<file path="config.mk">
export PLATFORM = sky130hd
export DESIGN_NAME = clock_set_ctrl
export DESIGN_NICKNAME = d
export VERILOG_FILES = /design/src/rtl/clock_ctrl_pkg.sv /design/src/rtl/clock_set_ctrl_key_edge.sv /design/src/rtl/clock_set_ctrl.sv
export SDC_FILE = /design/constraint.sdc
export NUM_CORES = 1
export LEC_CHECK = 0
export ABC_AREA = 0
export CAP_MARGIN = 20
export CORE_MARGIN = 2
export CORE_UTILIZATION = 55
export CTS_CLUSTER_DIAMETER = 60
export DETAILED_ROUTE_END_ITERATION = 8
export PLACE_DENSITY = 0.78
export SLEW_MARGIN = 20
export SYNTH_ARGS = -nofsm -noshare
export SYNTH_HDL_FRONTEND = slang
export SYNTH_HIERARCHICAL = 1
export SYNTH_SLANG_ARGS = --single-unit
</file>
<file path="constraint.sdc">
create_clock -name clk -period 2.4 [get_ports clk]
set_clock_uncertainty 0.1 [all_clocks]
set_input_delay 0.48 -clock clk [delete_from_list [all_inputs] [get_ports clk]]
set_output_delay 0.48 -clock clk [all_outputs]
set_load 0.01 [all_outputs]
</file>
<file path="src/rtl/clock_ctrl_pkg.sv">
// Shared types for the digital-clock mode controller.
// State enum for the run/set machine plus the raw mode encodings the display
// mux decodes from the 2-bit mode output.
package clock_ctrl_pkg;

    typedef enum logic [1:0] {
        ST_RUN      = 2'd0,
        ST_SET_HOUR = 2'd1,
        ST_SET_MIN  = 2'd2,
        ST_SET_SEC  = 2'd3
    } state_e;

    localparam logic [1:0] MODE_RUN      = 2'd0;
    localparam logic [1:0] MODE_SET_HOUR = 2'd1;
    localparam logic [1:0] MODE_SET_MIN  = 2'd2;
    localparam logic [1:0] MODE_SET_SEC  = 2'd3;

    // Mode key cycles RUN -> SET_HOUR -> SET_MIN -> SET_SEC -> RUN.
    function automatic state_e next_mode(input state_e s);
        case (s)
            ST_RUN:      return ST_SET_HOUR;
            ST_SET_HOUR: return ST_SET_MIN;
            ST_SET_MIN:  return ST_SET_SEC;
            default:     return ST_RUN;
        endcase
    endfunction

endpackage

</file>
<file path="src/rtl/clock_set_ctrl_key_edge.sv">
// Single-key rising-edge detector (module key_edge).
// History resets to 1 so a key already held when reset releases gives no edge.
module key_edge (
    input  logic clk,
    input  logic sys_rst_n,
    input  logic i_key,
    output logic o_rise
);

    logic r_prev;

    // Previous key level, reset high.
    always_ff @(posedge clk) begin
        if (!sys_rst_n) r_prev <= 1'b1;
        else            r_prev <= i_key;
    end

    assign o_rise = i_key & ~r_prev;

endmodule

</file>
<file path="src/rtl/clock_set_ctrl.sv">
// Mode and timebase controller for the BCD digital clock.
// Generates the 1 Hz tick and carry-chained count enables in RUN, and the
// set-mode levels, increment strobe and blink in the three SET states.
// Optional feature: define CLOCK_SET_AUTO_REPEAT_EN for held-key auto-repeat
// of the increment strobe (REPEAT_DLY first delay, REPEAT_PER period).
module clock_set_ctrl
    import clock_ctrl_pkg::*;
#(
    parameter int TICK_DIV   = 50_000_000,
    parameter int REPEAT_DLY = 25_000_000,
    parameter int REPEAT_PER = 6_250_000
) (
    input  logic       clk,
    input  logic       sys_rst_n,
    input  logic       key_mode,
    input  logic       key_inc,
    input  logic       sec_max,
    input  logic       min_max,
    output logic [1:0] mode,
    output logic       tick,
    output logic       sec_ena,
    output logic       min_ena,
    output logic       hour_ena,
    output logic       sec_set_time,
    output logic       min_set_time,
    output logic       hour_set_time,
    output logic       set_pulse,
    output logic       blink
);

    localparam int            PW       = $clog2(TICK_DIV);
    localparam logic [PW-1:0] PRE_MAX  = PW'(TICK_DIV - 1);
    localparam logic [PW-1:0] PRE_HALF = PW'(TICK_DIV / 2);

    // Reject configurations the prescaler and repeat logic cannot honour.
    if (TICK_DIV < 4 || (TICK_DIV % 2) != 0 || REPEAT_PER < 1 || REPEAT_PER > REPEAT_DLY) begin : g_bad_params
        $error("clock_set_ctrl: illegal TICK_DIV/REPEAT_* parameters");
    end

    state_e        r_state;
    state_e        w_next_state;
    logic [PW-1:0] r_pre;
    logic          r_tick;
    logic          r_set_pulse;
    logic          w_mode_rise;
    logic          w_inc_rise;
    logic          w_run;
    logic          w_in_set;
    logic          w_inc_req;
    logic          w_pulse_req;

    key_edge u_mode_edge (
        .clk       (clk),
        .sys_rst_n (sys_rst_n),
        .i_key     (key_mode),
        .o_rise    (w_mode_rise)
    );

    key_edge u_inc_edge (
        .clk       (clk),
        .sys_rst_n (sys_rst_n),
        .i_key     (key_inc),
        .o_rise    (w_inc_rise)
    );

    // State register.
    always_ff @(posedge clk) begin
        if (!sys_rst_n) r_state <= ST_RUN;
        else            r_state <= w_next_state;
    end

    // Next state and per-state output levels.
    always_comb begin
        w_next_state  = r_state;
        w_run         = 1'b0;
        hour_set_time = 1'b0;
        min_set_time  = 1'b0;
        sec_set_time  = 1'b0;
        if (w_mode_rise) w_next_state = next_mode(r_state);
        case (r_state)
            MODE_RUN:      w_run         = 1'b1;
            MODE_SET_HOUR: hour_set_time = 1'b1;
            MODE_SET_MIN:  min_set_time  = 1'b1;
            MODE_SET_SEC:  sec_set_time  = 1'b1;
            default:       w_run         = 1'b1;
        endcase
    end

    assign w_in_set = ~w_run;
    // A mode edge in the same cycle wins; the increment is dropped.
    assign w_inc_req = w_inc_rise & w_in_set & ~w_mode_rise;

    // Prescaler: free-running modulo TICK_DIV, restarted on every state change.
    always_ff @(posedge clk) begin
        if (!sys_rst_n)           r_pre <= '0;
        else if (w_mode_rise)     r_pre <= '0;
        else if (r_pre == PRE_MAX) r_pre <= '0;
        else                      r_pre <= r_pre + 1'b1;
    end

    // 1 Hz tick, only while staying in RUN.
    always_ff @(posedge clk) begin
        if (!sys_rst_n) r_tick <= 1'b0;
        else            r_tick <= w_run & ~w_mode_rise & (r_pre == PRE_MAX);
    end

`ifdef CLOCK_SET_AUTO_REPEAT_EN
    localparam int            RW         = $clog2(REPEAT_DLY + 1);
    localparam logic [RW-1:0] RPT_FIRE   = RW'(REPEAT_DLY);
    localparam logic [RW-1:0] RPT_RELOAD = RW'(REPEAT_DLY - REPEAT_PER + 1);

    logic [RW-1:0] r_rpt_cnt;
    logic          w_rpt_fire;

    // Non-zero count = cycles the key has been held since its accepted edge.
    assign w_rpt_fire = (r_rpt_cnt == RPT_FIRE) & key_inc & w_in_set & ~w_mode_rise;

    // Hold counter: armed by an accepted edge, cleared by release/state change.
    always_ff @(posedge clk) begin
        if (!sys_rst_n || w_mode_rise || !key_inc || w_run) r_rpt_cnt <= '0;
        else if (w_inc_req)                                 r_rpt_cnt <= RW'(1);
        else if (w_rpt_fire)                                r_rpt_cnt <= RPT_RELOAD;
        else if (r_rpt_cnt != '0)                           r_rpt_cnt <= r_rpt_cnt + 1'b1;
    end

    assign w_pulse_req = w_inc_req | w_rpt_fire;
`else
    assign w_pulse_req = w_inc_req;
`endif

    // Registered one-cycle increment strobe.
    always_ff @(posedge clk) begin
        if (!sys_rst_n) r_set_pulse <= 1'b0;
        else            r_set_pulse <= w_pulse_req;
    end

    assign mode      = r_state;
    assign tick      = r_tick;
    assign sec_ena   = r_tick & w_run;
    assign min_ena   = r_tick & w_run & sec_max;
    assign hour_ena  = r_tick & w_run & sec_max & min_max;
    assign set_pulse = r_set_pulse;
    assign blink     = w_run | (r_pre < PRE_HALF);

endmodule
</file>
==> results.sh <==
export IMPL_status="finished, final reports clean"
export IMPL_syn_nets=192
export IMPL_yosysSeqAreaShare=0.403
export IMPL_nets=215
export IMPL_synth_cells=181
export IMPL_syn_area_um2=1590
export IMPL_clkPwrFrac=0.436
export IMPL_row_count=19
export IMPL_insertion_delay_ns=0.33
export IMPL_critPathMaxFanout=6
export IMPL_drt_wl_total_mm=3.62
export IMPL_clk_pin_slew_worst_paths_ns=0.11
export IMPL_start_kind="register"
export IMPL_yosys_warnings=6
export IMPL_clockRootBuffer="clkbuf_4"
export IMPL_internal_power_mw=0.840
export IMPL_maxCapViolCount=0
export IMPL_cts_tree="built"
export IMPL_drtIter0Drc=56
export IMPL_place_inst=228
export IMPL_grt_first_pass_wirelength_mm=6.12
export IMPL_cp_arrival_ns=1.67
export IMPL_setup_tns_ns=0
export IMPL_detail_route_wl_per_cell_um=15.3
export IMPL_async_flop_share=0
export IMPL_routabilityCongestion=0.820
export IMPL_io_buffer_count=16
export IMPL_timing_rr_start="r_pre[9]"
export IMPL_holdPathStages=1
export IMPL_dp_hpwl_mm=2.62
export IMPL_reg2reg_depth=5
export IMPL_layout_drive_gt1_share=0.156
export IMPL_core_um2=2760
export IMPL_multi_input_area_um2=911
export IMPL_cts_max_path_buffers=2
export IMPL_p_per_area_nw_per_um2=548
export IMPL_required_ns=1.82
export IMPL_io_pins=17
export IMPL_period_needed_ns=2.25
export IMPL_max_slew_margin_rel=0.743
export IMPL_postCtsSetupBuffers=0
export IMPL_cts_inserted_buffers=5
export IMPL_worstHoldEndpoint="r_pre[0]"
export IMPL_first_global_vias=1433
export IMPL_antenna_cells=0
export IMPL_synth_edf_count=0
export IMPL_viasPerCell=6.22
export IMPL_p_seq_frac=0.512
export IMPL_overflow=0
export IMPL_firstDrtPassIters=4
export IMPL_antenna_found_initial=0
export IMPL_clock_sinks=32
export IMPL_start_util=0.576
export IMPL_die_area_um2=3340
export IMPL_n_fill_cell=233
export IMPL_ys_ff_latch=32
export IMPL_seq_area_um2=654
export IMPL_syn_avg_cell_area_um2=8.78
export IMPL_ant_nets=0
export IMPL_syn_to_final_growth_pct=21.3
export IMPL_rrSetupSlack_ns=0.26
export IMPL_grtUsageTotal=0.240
export IMPL_finalNonFillerCells=236
export IMPL_worst_pin_slew_ns=0.385
export IMPL_r2r_end="r_pre[25]"
export IMPL_setup_viol=0
export IMPL_whs_ns=0.353
export IMPL_finalMaxSlewViolations=0
export IMPL_p_leak_nw=0.694
export IMPL_timing_fmax_ghz=0.444
export IMPL_rsz0062_at_grt="no"
export IMPL_dr_total_vias=1467
export IMPL_die_width_um=57.8
export IMPL_hold_start="r_pre[0]"
export IMPL_remaining_drc_errors=0
export IMPL_fin_crit_sh=0.938
export IMPL_power_total_mw=1.06
export IMPL_grt_max_degree=18
export IMPL_synth_ff_type="dfxtp_1"
export IMPL_comb_power_share=0.052
export IMPL_timing_final_ws_setup_ns=0.148
export IMPL_p_switching_mw=0.218
export IMPL_p_sw_frac=0.206
export IMPL_preCtsSetupSlack_ns=0.0786
export IMPL_critPathKind="register to output pin"
export IMPL_endpoint_kind="output pin"
export IMPL_h_tree_depth=2
export IMPL_yosys_cell_types_count=33
export IMPL_hold_viol=0
export IMPL_hp_class="register to register"
export IMPL_die_h_um=57.8
export IMPL_ir_worst_vdd_mv=0.485
## layout by cell type, fill, tap and decap left out, types with 2 or more instances in the layout
cell type	Yosys	final
dfxtp_4	0	2
nor2_1	16	16
and2_1	4	4
and3_1	5	3
and4_1	3	3
clkdlybuf4s50_1	0	14
o31ai_1	4	4
nor3_1	2	2
clkbuf_8	0	2
ha_1	5	4
a21oi_1	14	14
or3_1	7	7
o21ai_0	10	9
xor2_1	11	11
dfxtp_1	32	25
and3_4	0	2
nand2b_1	2	2
dfxtp_2	0	5
nor2b_4	2	2
nand4_1	11	11
inv_1	5	5
nor2b_1	2	2
nand2_1	9	9
or4_1	8	8
clkbuf_4	0	5
buf_4	0	7
nand3_1	11	11
## cell families after synthesis
family	synth area share
and+or+nand+nor	0.325
AOI/OAI and AO/OA	0.122
DFF	0.403
xor gates and xnor gates	0.0661
buffers and inverters	0.0378
adders and majority gates	0.0394
muxes	0.00630
## layout make-up
class	instances	area share
clock buffer	7	0.0337
clock inverter	1	0.0156
inverter	5	0.00973
multi-input combinational	137	0.472
sequential	32	0.339
tap	31	0.0201
timing repair buffer	23	0.109
## registers in the layout, indices dropped and copies added, names as in the netlist
name and count:
mode 2, r_pre 26, set_pulse 1, tick 1, u_inc_edge/r_prev 1, u_mode_edge/r_prev 1
## metrics by stage
step,cell area (um2),utilization
finish,1930,0.699
detailed placement,1800,0.652
global route,1930,0.699
floorplan,1590,-
CTS,1930,0.699
global placement,1800,0.652
## repair_timing
action,in CTS,in global routing
hold buffers,0,0
resized for setup,14,4
endpoints found under the setup margin,2,2
## synthesized netlist by cell type, types with 2 or more instances
master / instances / area, um2
or3_1: 7 / 43.8
clkbuf_1: 5 / 18.8
o31ai_1: 4 / 30.0
and2_1: 4 / 25.0
and3_1: 5 / 31.3
buf_6: 2 / 22.5
ha_1: 5 / 62.6
or4_1: 8 / 60.1
xor2_1: 11 / 96.3
inv_1: 5 / 18.8
a21oi_1: 14 / 70.1
o21ai_0: 10 / 50.1
nand2b_1: 2 / 12.5
nor3_1: 2 / 10.0
nor2_1: 16 / 60.1
and4_1: 3 / 26.3
nand3_1: 11 / 55.1
nand2_1: 9 / 33.8
nand4_1: 11 / 68.8
dfxtp_1: 32 / 641
nor2b_1: 2 / 12.5
nor2b_4: 2 / 27.5
## critical path: stages (launching register included)
cell and delay, ns:
dfxtp_2 0.36, inv_1 0.12, ha_4 0.17, and3_1 0.16
clkdlybuf4s50_1 0.53
## worst max-delay path by stage
stage,startpoint,end,cells past startpoint
floorplan,r_pre[9],r_pre[15],5
global placement,sec_max,hour_ena,4
detailed placement,sec_max,hour_ena,4
CTS,mode[0],hour_ena,5
global route,r_pre[18],blink,5
finish,mode[0],min_ena,4
## metal layers
layer / wire length, um / GRT usage / up-vias / part of all wire
met5: 0 / 0 / - / 0
met4: 23 / 0.116 / 0 / 0.0064
met3: 280 / 0.0558 / 2 / 0.077
met2: 1840 / 0.419 / 67 / 0.51
met1: 1480 / 0.274 / 692 / 0.41
li1: - / - / 706 / -
## power by group through the flow
stage | logic, mW | registers, mW | clock network (mW)
6_report | 0.0550 | 0.541 | 0.461
5_1_grt | 0.0603 | 0.542 | 0.491
4_1_cts | 0.0554 | 0.543 | 0.475
3_5_place_dp | 0.0529 | 0.556 | 0
3_3_place_gp | 0.0509 | 0.555 | 0
2_1_floorplan | 0.0332 | 0.555 | 0
Note: power is estimated with default switching activity, not from simulation.
